$ cat config.mk
export PLATFORM = sky130hd
export DESIGN_NAME = rf_wb_ctrl_flat
export DESIGN_NICKNAME = d
export VERILOG_FILES = /design/src/rtl/rf_wb_ctrl_if.sv /design/src/rtl/rf_wb_ctrl.sv /design/src/flat_wrapper.sv
export SDC_FILE = /design/constraint.sdc
export NUM_CORES = 1
export LEC_CHECK = 0
export ABC_AREA = 1
export CAP_MARGIN = 20
export CORE_AREA = 2 2 110 112
export DETAILED_ROUTE_END_ITERATION = 16
export DIE_AREA = 0 0 112 114
export PLACE_DENSITY = 0.85
export SYNTH_ARGS = -nofsm -noshare
export SYNTH_HDL_FRONTEND = slang
export SYNTH_SLANG_ARGS = --single-unit
$ cat constraint.sdc
create_clock -name clk -period 4.47 [get_ports clk]
set_input_delay 0.6705 -clock clk [delete_from_list [all_inputs] [get_ports clk]]
set_output_delay 0.6705 -clock clk [all_outputs]
set_load 0.005 [all_outputs]
$ cat src/rtl/rf_wb_ctrl_if.sv
// Write-back request bus between the execute/memory requesters and rf_wb_ctrl.
// Index 0 = ALU, 1 = load unit, 2 = CSR/debug.
interface rf_wb_ctrl_if #(
    parameter int DW = 32,
    parameter int AW = 5
);
    logic [2:0]    req;
    logic [AW-1:0] req_addr0;
    logic [AW-1:0] req_addr1;
    logic [AW-1:0] req_addr2;
    logic [DW-1:0] req_data0;
    logic [DW-1:0] req_data1;
    logic [DW-1:0] req_data2;
    logic [2:0]    ack;

    modport master (
        output req, req_addr0, req_addr1, req_addr2,
        output req_data0, req_data1, req_data2,
        input  ack
    );

    modport slave (
        input  req, req_addr0, req_addr1, req_addr2,
        input  req_data0, req_data1, req_data2,
        output ack
    );
endinterface

$ cat src/rtl/rf_wb_ctrl.sv
// Register-file write-back arbiter (3-way round-robin) with a pending-write
// scoreboard that the issue stage uses for RAW/WAW hazard detection.
module rf_wb_ctrl #(
    parameter int DW = 32,
    parameter int AW = 5
) (
    input  logic              clk,
    input  logic              rstn,
    rf_wb_ctrl_if.slave       wb,
    output logic              rf_we,
    output logic [AW-1:0]     rf_wa,
    output logic [DW-1:0]     rf_wd,
    input  logic              iss_valid,
    input  logic [AW-1:0]     iss_rd,
    output logic              iss_stall,
    input  logic [AW-1:0]     chk_ra0,
    input  logic [AW-1:0]     chk_ra1,
    output logic              hz0,
    output logic              hz1,
    output logic [(1<<AW)-1:0] pend
);
    localparam int NR = 1 << AW;

    logic [1:0]    last;
    logic [1:0]    cand1;
    logic [1:0]    cand2;
    logic [1:0]    gnt_idx;
    logic          gnt_vld;
    logic [2:0]    elig;
    logic [2:0]    ack_q;
    logic [AW-1:0] gnt_addr;
    logic [DW-1:0] gnt_data;
    logic          pend_set;
    logic [NR-1:0] pend_next;

    function automatic logic [1:0] rr_next(input logic [1:0] i);
        return (i == 2'd2) ? 2'd0 : i + 2'd1;
    endfunction

    // A requester whose ack is high this cycle is about to drop/replace its
    // request, so it must not be granted a second time on this edge.
    always_comb begin
        elig    = wb.req & ~ack_q;
        cand1   = rr_next(last);
        cand2   = rr_next(cand1);
        gnt_vld = 1'b1;
        gnt_idx = last;
        if (elig[cand1]) begin
            gnt_idx = cand1;
        end else if (elig[cand2]) begin
            gnt_idx = cand2;
        end else if (elig[last]) begin
            gnt_idx = last;
        end else begin
            gnt_vld = 1'b0;
        end
    end

    always_comb begin
        gnt_addr = wb.req_addr2;
        gnt_data = wb.req_data2;
        case (gnt_idx)
            2'd0: begin
                gnt_addr = wb.req_addr0;
                gnt_data = wb.req_data0;
            end
            2'd1: begin
                gnt_addr = wb.req_addr1;
                gnt_data = wb.req_data1;
            end
            default: begin
                gnt_addr = wb.req_addr2;
                gnt_data = wb.req_data2;
            end
        endcase
    end

    always_ff @(posedge clk or negedge rstn) begin
        if (!rstn) begin
            ack_q <= '0;
            rf_we <= 1'b0;
            rf_wa <= '0;
            rf_wd <= '0;
            last  <= 2'd2;
        end else begin
            ack_q <= gnt_vld ? (3'b001 << gnt_idx) : 3'b000;
            rf_we <= gnt_vld & (gnt_addr != '0);
            if (gnt_vld) begin
                rf_wa <= gnt_addr;
                rf_wd <= gnt_data;
                last  <= gnt_idx;
            end
        end
    end

    assign wb.ack = ack_q;

    assign iss_stall = iss_valid & pend[iss_rd];
    assign hz0       = pend[chk_ra0];
    assign hz1       = pend[chk_ra1];

    // Set after clear: a freshly issued producer must stay pending even if an
    // older write to the same register is committing right now.
    always_comb begin
        pend_set  = iss_valid & ~iss_stall & (iss_rd != '0);
        pend_next = pend;
        if (rf_we) begin
            pend_next[rf_wa] = 1'b0;
        end
        if (pend_set) begin
            pend_next[iss_rd] = 1'b1;
        end
        pend_next[0] = 1'b0;
    end

    always_ff @(posedge clk or negedge rstn) begin
        if (!rstn) begin
            pend <= '0;
        end else begin
            pend <= pend_next;
        end
    end
endmodule

$ cat src/flat_wrapper.sv
// flat-port wrapper written by rule: the top's interface ports become plain ports
module rf_wb_ctrl_flat 
#(
    parameter int DW = 32,
    parameter int AW = 5
)
  (clk, rstn, rf_we, rf_wa, rf_wd, iss_valid, iss_rd, iss_stall, chk_ra0, chk_ra1, hz0, hz1, pend, wb_req, wb_req_addr0, wb_req_addr1, wb_req_addr2, wb_req_data0, wb_req_data1, wb_req_data2, wb_ack);
  rf_wb_ctrl_if #(.DW(DW), .AW(AW)) wb_i ();
  input  logic clk;
  input  logic rstn;
  output logic rf_we;
  output logic [AW-1:0] rf_wa;
  output logic [DW-1:0] rf_wd;
  input  logic iss_valid;
  input  logic [AW-1:0] iss_rd;
  output logic iss_stall;
  input  logic [AW-1:0] chk_ra0;
  input  logic [AW-1:0] chk_ra1;
  output logic hz0;
  output logic hz1;
  output logic [(1<<AW)-1:0] pend;
  input wire logic [$bits(wb_i.req)-1:0] wb_req;
  input wire logic [$bits(wb_i.req_addr0)-1:0] wb_req_addr0;
  input wire logic [$bits(wb_i.req_addr1)-1:0] wb_req_addr1;
  input wire logic [$bits(wb_i.req_addr2)-1:0] wb_req_addr2;
  input wire logic [$bits(wb_i.req_data0)-1:0] wb_req_data0;
  input wire logic [$bits(wb_i.req_data1)-1:0] wb_req_data1;
  input wire logic [$bits(wb_i.req_data2)-1:0] wb_req_data2;
  output wire logic [$bits(wb_i.ack)-1:0] wb_ack;
  assign wb_i.req = wb_req;
  assign wb_i.req_addr0 = wb_req_addr0;
  assign wb_i.req_addr1 = wb_req_addr1;
  assign wb_i.req_addr2 = wb_req_addr2;
  assign wb_i.req_data0 = wb_req_data0;
  assign wb_i.req_data1 = wb_req_data1;
  assign wb_i.req_data2 = wb_req_data2;
  assign wb_ack = wb_i.ack;
  rf_wb_ctrl #(.DW(DW), .AW(AW)) u_core (.clk(clk), .rstn(rstn), .wb(wb_i), .rf_we(rf_we), .rf_wa(rf_wa), .rf_wd(rf_wd), .iss_valid(iss_valid), .iss_rd(iss_rd), .iss_stall(iss_stall), .chk_ra0(chk_ra0), .chk_ra1(chk_ra1), .hz0(hz0), .hz1(hz1), .pend(pend));
endmodule
==> metrics <==
I/O pins 208; top cell type's share of synthesized area 0.4003; RSZ-0062 raised after global routing no; Pwr Density 686.3 nW/um^2; Root Buffer clkbuf_16; initial core utilization 0.3896; synth warn 0; CTS max path bufs 2; total track usage 0.2582; GPL Wtd Cong 0.9683; Synth area leader dfrtp_1; fin nets 983; CTS Buf Count 9; Post-CTS Repair Setup Buffers 0; Antenna diodes 0; Power Total 4.808 mW; filler cell count 1041; worst path arrival time 2.90 ns; H-tree depth 3; clk_skew 0.009140 ns; setup violators final 0; vias post-DR 5434; Vert. Die Dim 114 um; hold buffer count at cts 0; final hold viol count 0; crit path max fanout 16; max-cap viol count 0; post-synthesis register bit count 74; layout cells sized above 1 0.05374; Routed WL 16610 um; Layout area overhead 53.52%; full die area 12770 sq um; worst reg2reg path endpoint u_core.rf_we$_DFF_PN0_; Port Buffers 206; Mapped Cells 654; Post-Syn Nets 786; Synth cell types 31; ANT nets after route 0; post-CTS sizing 0; fmax 280.0 MHz; Final Max Slew Viols 0; r2r setup slk 2.00 ns; CTS tree done; hpwl dp 12320 um; Clock Latency Late Sink 0.34 ns; register area 1853 sq um; synthesized area per cell 6.977 sq um; post-synthesis sequential area ratio 0.4061; Critical Path End Type output port; pre-CTS setup slack 0.9294 ns; Finished Layout Cells 1003; leak pwr 3.045 nW; vias per inst 5.418; status finished, final reports clean; GRT overflow 0; Critical Path Source Type primary input; Util after Layout 0.5982; 1st-iter DRT viols 358; die width 112 um; hold crit path type primary input to asynchronous set/reset pin; path type of the worst setup path primary input to output port; initial antenna violation count 0; Tcrit/Tclk final 0.7988; DRC Markers 0; placed cells 987; largest net degree at the start of global routing 75; area of the multi-input gates 2322 sq um; final instance area 7005 sq um; drt pass-1 iters 5; r2r worst-path depth 14; crit path time final 3.571 ns; floorplan row count 40; Worst-Margin Slew 0.9278 ns; Core ar. 11710 sq um; Min Hold Slack 0.4720 ns; Worst slew margin 0.3815; Sink Count 74; Worst IR Drop VDD 466.5 uV; Avg WL per Cell 16.56 um; Fin Setup TNS 0 ns; r2r startpoint u_core.wb.ack[2]$_DFF_PN0_; top cells by area, synth dfrtp_1 40%, nand2_1 14%, o21ai_0 9.5%; fin worst setup slack 0.8992 ns; DP Area 6703 sq um; Mapped Area 4563 sq um; vias in the first global route 5225; CP required 3.80 ns; clock-pin slew of the registers on the worst-case setup and hold paths 0.06 ns; first-pass GRT wire length 26000 um
[cell usage after synthesis]
master and n:
a31oi_1 3, nand2_1 176, nor2_2 8, nand4_1 7, nor3_1 9, nand2_2 4, a31oi_2 1, nand3_2 1
o211ai_1 4, a22oi_1 14, a21oi_1 29, dfstp_2 1, inv_1 56, nand2_4 1, dfrtp_1 73, buf_6 1
buf_1 1, clkbuf_1 9, o221ai_1 12, inv_2 6, nor2_4 1, o21ai_0 87, buf_2 5, nand3_1 73
a41oi_1 1, clkinv_1 2, conb_1 1, inv_4 1, buf_4 9, nor2_1 44, o21ai_1 14
[state kept, by name, summed over array words and instances, names as in the netlist]
register	flops
u_core.wb.ack	3
u_core.rf_we	1
u_core.rf_wa	5
u_core.pend	31
u_core.rf_wd	32
u_core.last	2
[report_power, final]
part	switching (mW)	total, mW	internal, mW
Sequential	0.376	1.41	1.03
Combinational	1.45	2.67	1.22
Clock	0.296	0.733	0.437
[worst max-delay path by stage]
stage / slack [ns] / startpoint / endpoint
floorplan: 2.19 / chk_ra0[0] / hz0
global placement: 0.97 / iss_rd[2] / iss_stall
detailed placement: 0.93 / iss_rd[0] / iss_stall
CTS: 0.92 / iss_rd[0] / iss_stall
global route: 0.70 / chk_ra0[0] / hz0
finish: 0.90 / iss_rd[0] / iss_stall
[layer usage]
metal | wire length (um) | part of all wire | vias up | global-route usage
li1 | - | - | 2590 | -
met1 | 6424 | 0.39 | 2492 | 0.3028
met5 | 0 | 0 | - | 0
met3 | 1772 | 0.11 | 36 | 0.08980
met4 | 541 | 0.033 | 0 | 0.1098
met2 | 7874 | 0.47 | 316 | 0.4331
[layout by cell type (no fill, tap or decap)]
master and n:
conb_1 1, o21ai_0 87, nand3_1 73, clkinv_2 1, nor2_2 8, a41oi_1 1, clkinv_4 2, clkbuf_16 9
o221ai_1 12, a21oi_1 29, nor2_4 1, inv_2 6, clkinv_1 2, dfrtp_1 73, bufinv_16 1, a22oi_1 14
a31oi_1 3, clkinvlp_4 1, o21ai_1 14, nand4_1 7, inv_4 1, buf_4 6, nand2_1 176, clkdlybuf4s50_1 205
a31oi_2 1, nand2_4 1, dfstp_2 1, nand3_2 1, o211ai_1 4, inv_6 2, nor3_1 9, nand2_2 4
inv_1 56, nor2_1 44
[worst max-delay path, stage by stage]
cell and delay (ns):
clkdlybuf4s50_1 0.55, inv_2 0.06, nor2_2 0.48, a21oi_1 0.17, o21ai_0 0.22, nor2_2 0.06, a21oi_1 0.15, clkdlybuf4s50_1 0.54
[cell families (layout without fill, tap and decap cells)]
| kind of cell | after synthesis | in the layout | share of synthesized area |
|---|---|---|---|
| buf+inv | 90 | 292 | 0.08500 |
| simple gates | 324 | 324 | 0.3041 |
| compound gates | 165 | 165 | 0.2040 |
| flops | 74 | 74 | 0.4061 |
| other cells | 1 | 1 | 0.0008218 |
[final cells by class]
cell class / count / area share
multi-input combinational: 490 / 0.3315
timing repair buffer: 211 / 0.2993
sequential: 74 / 0.2645
inverter: 65 / 0.03518
clock buffer: 9 / 0.03215
tap: 147 / 0.02625
clock inverter: 7 / 0.01107
(Power assumes the default switching activity.)
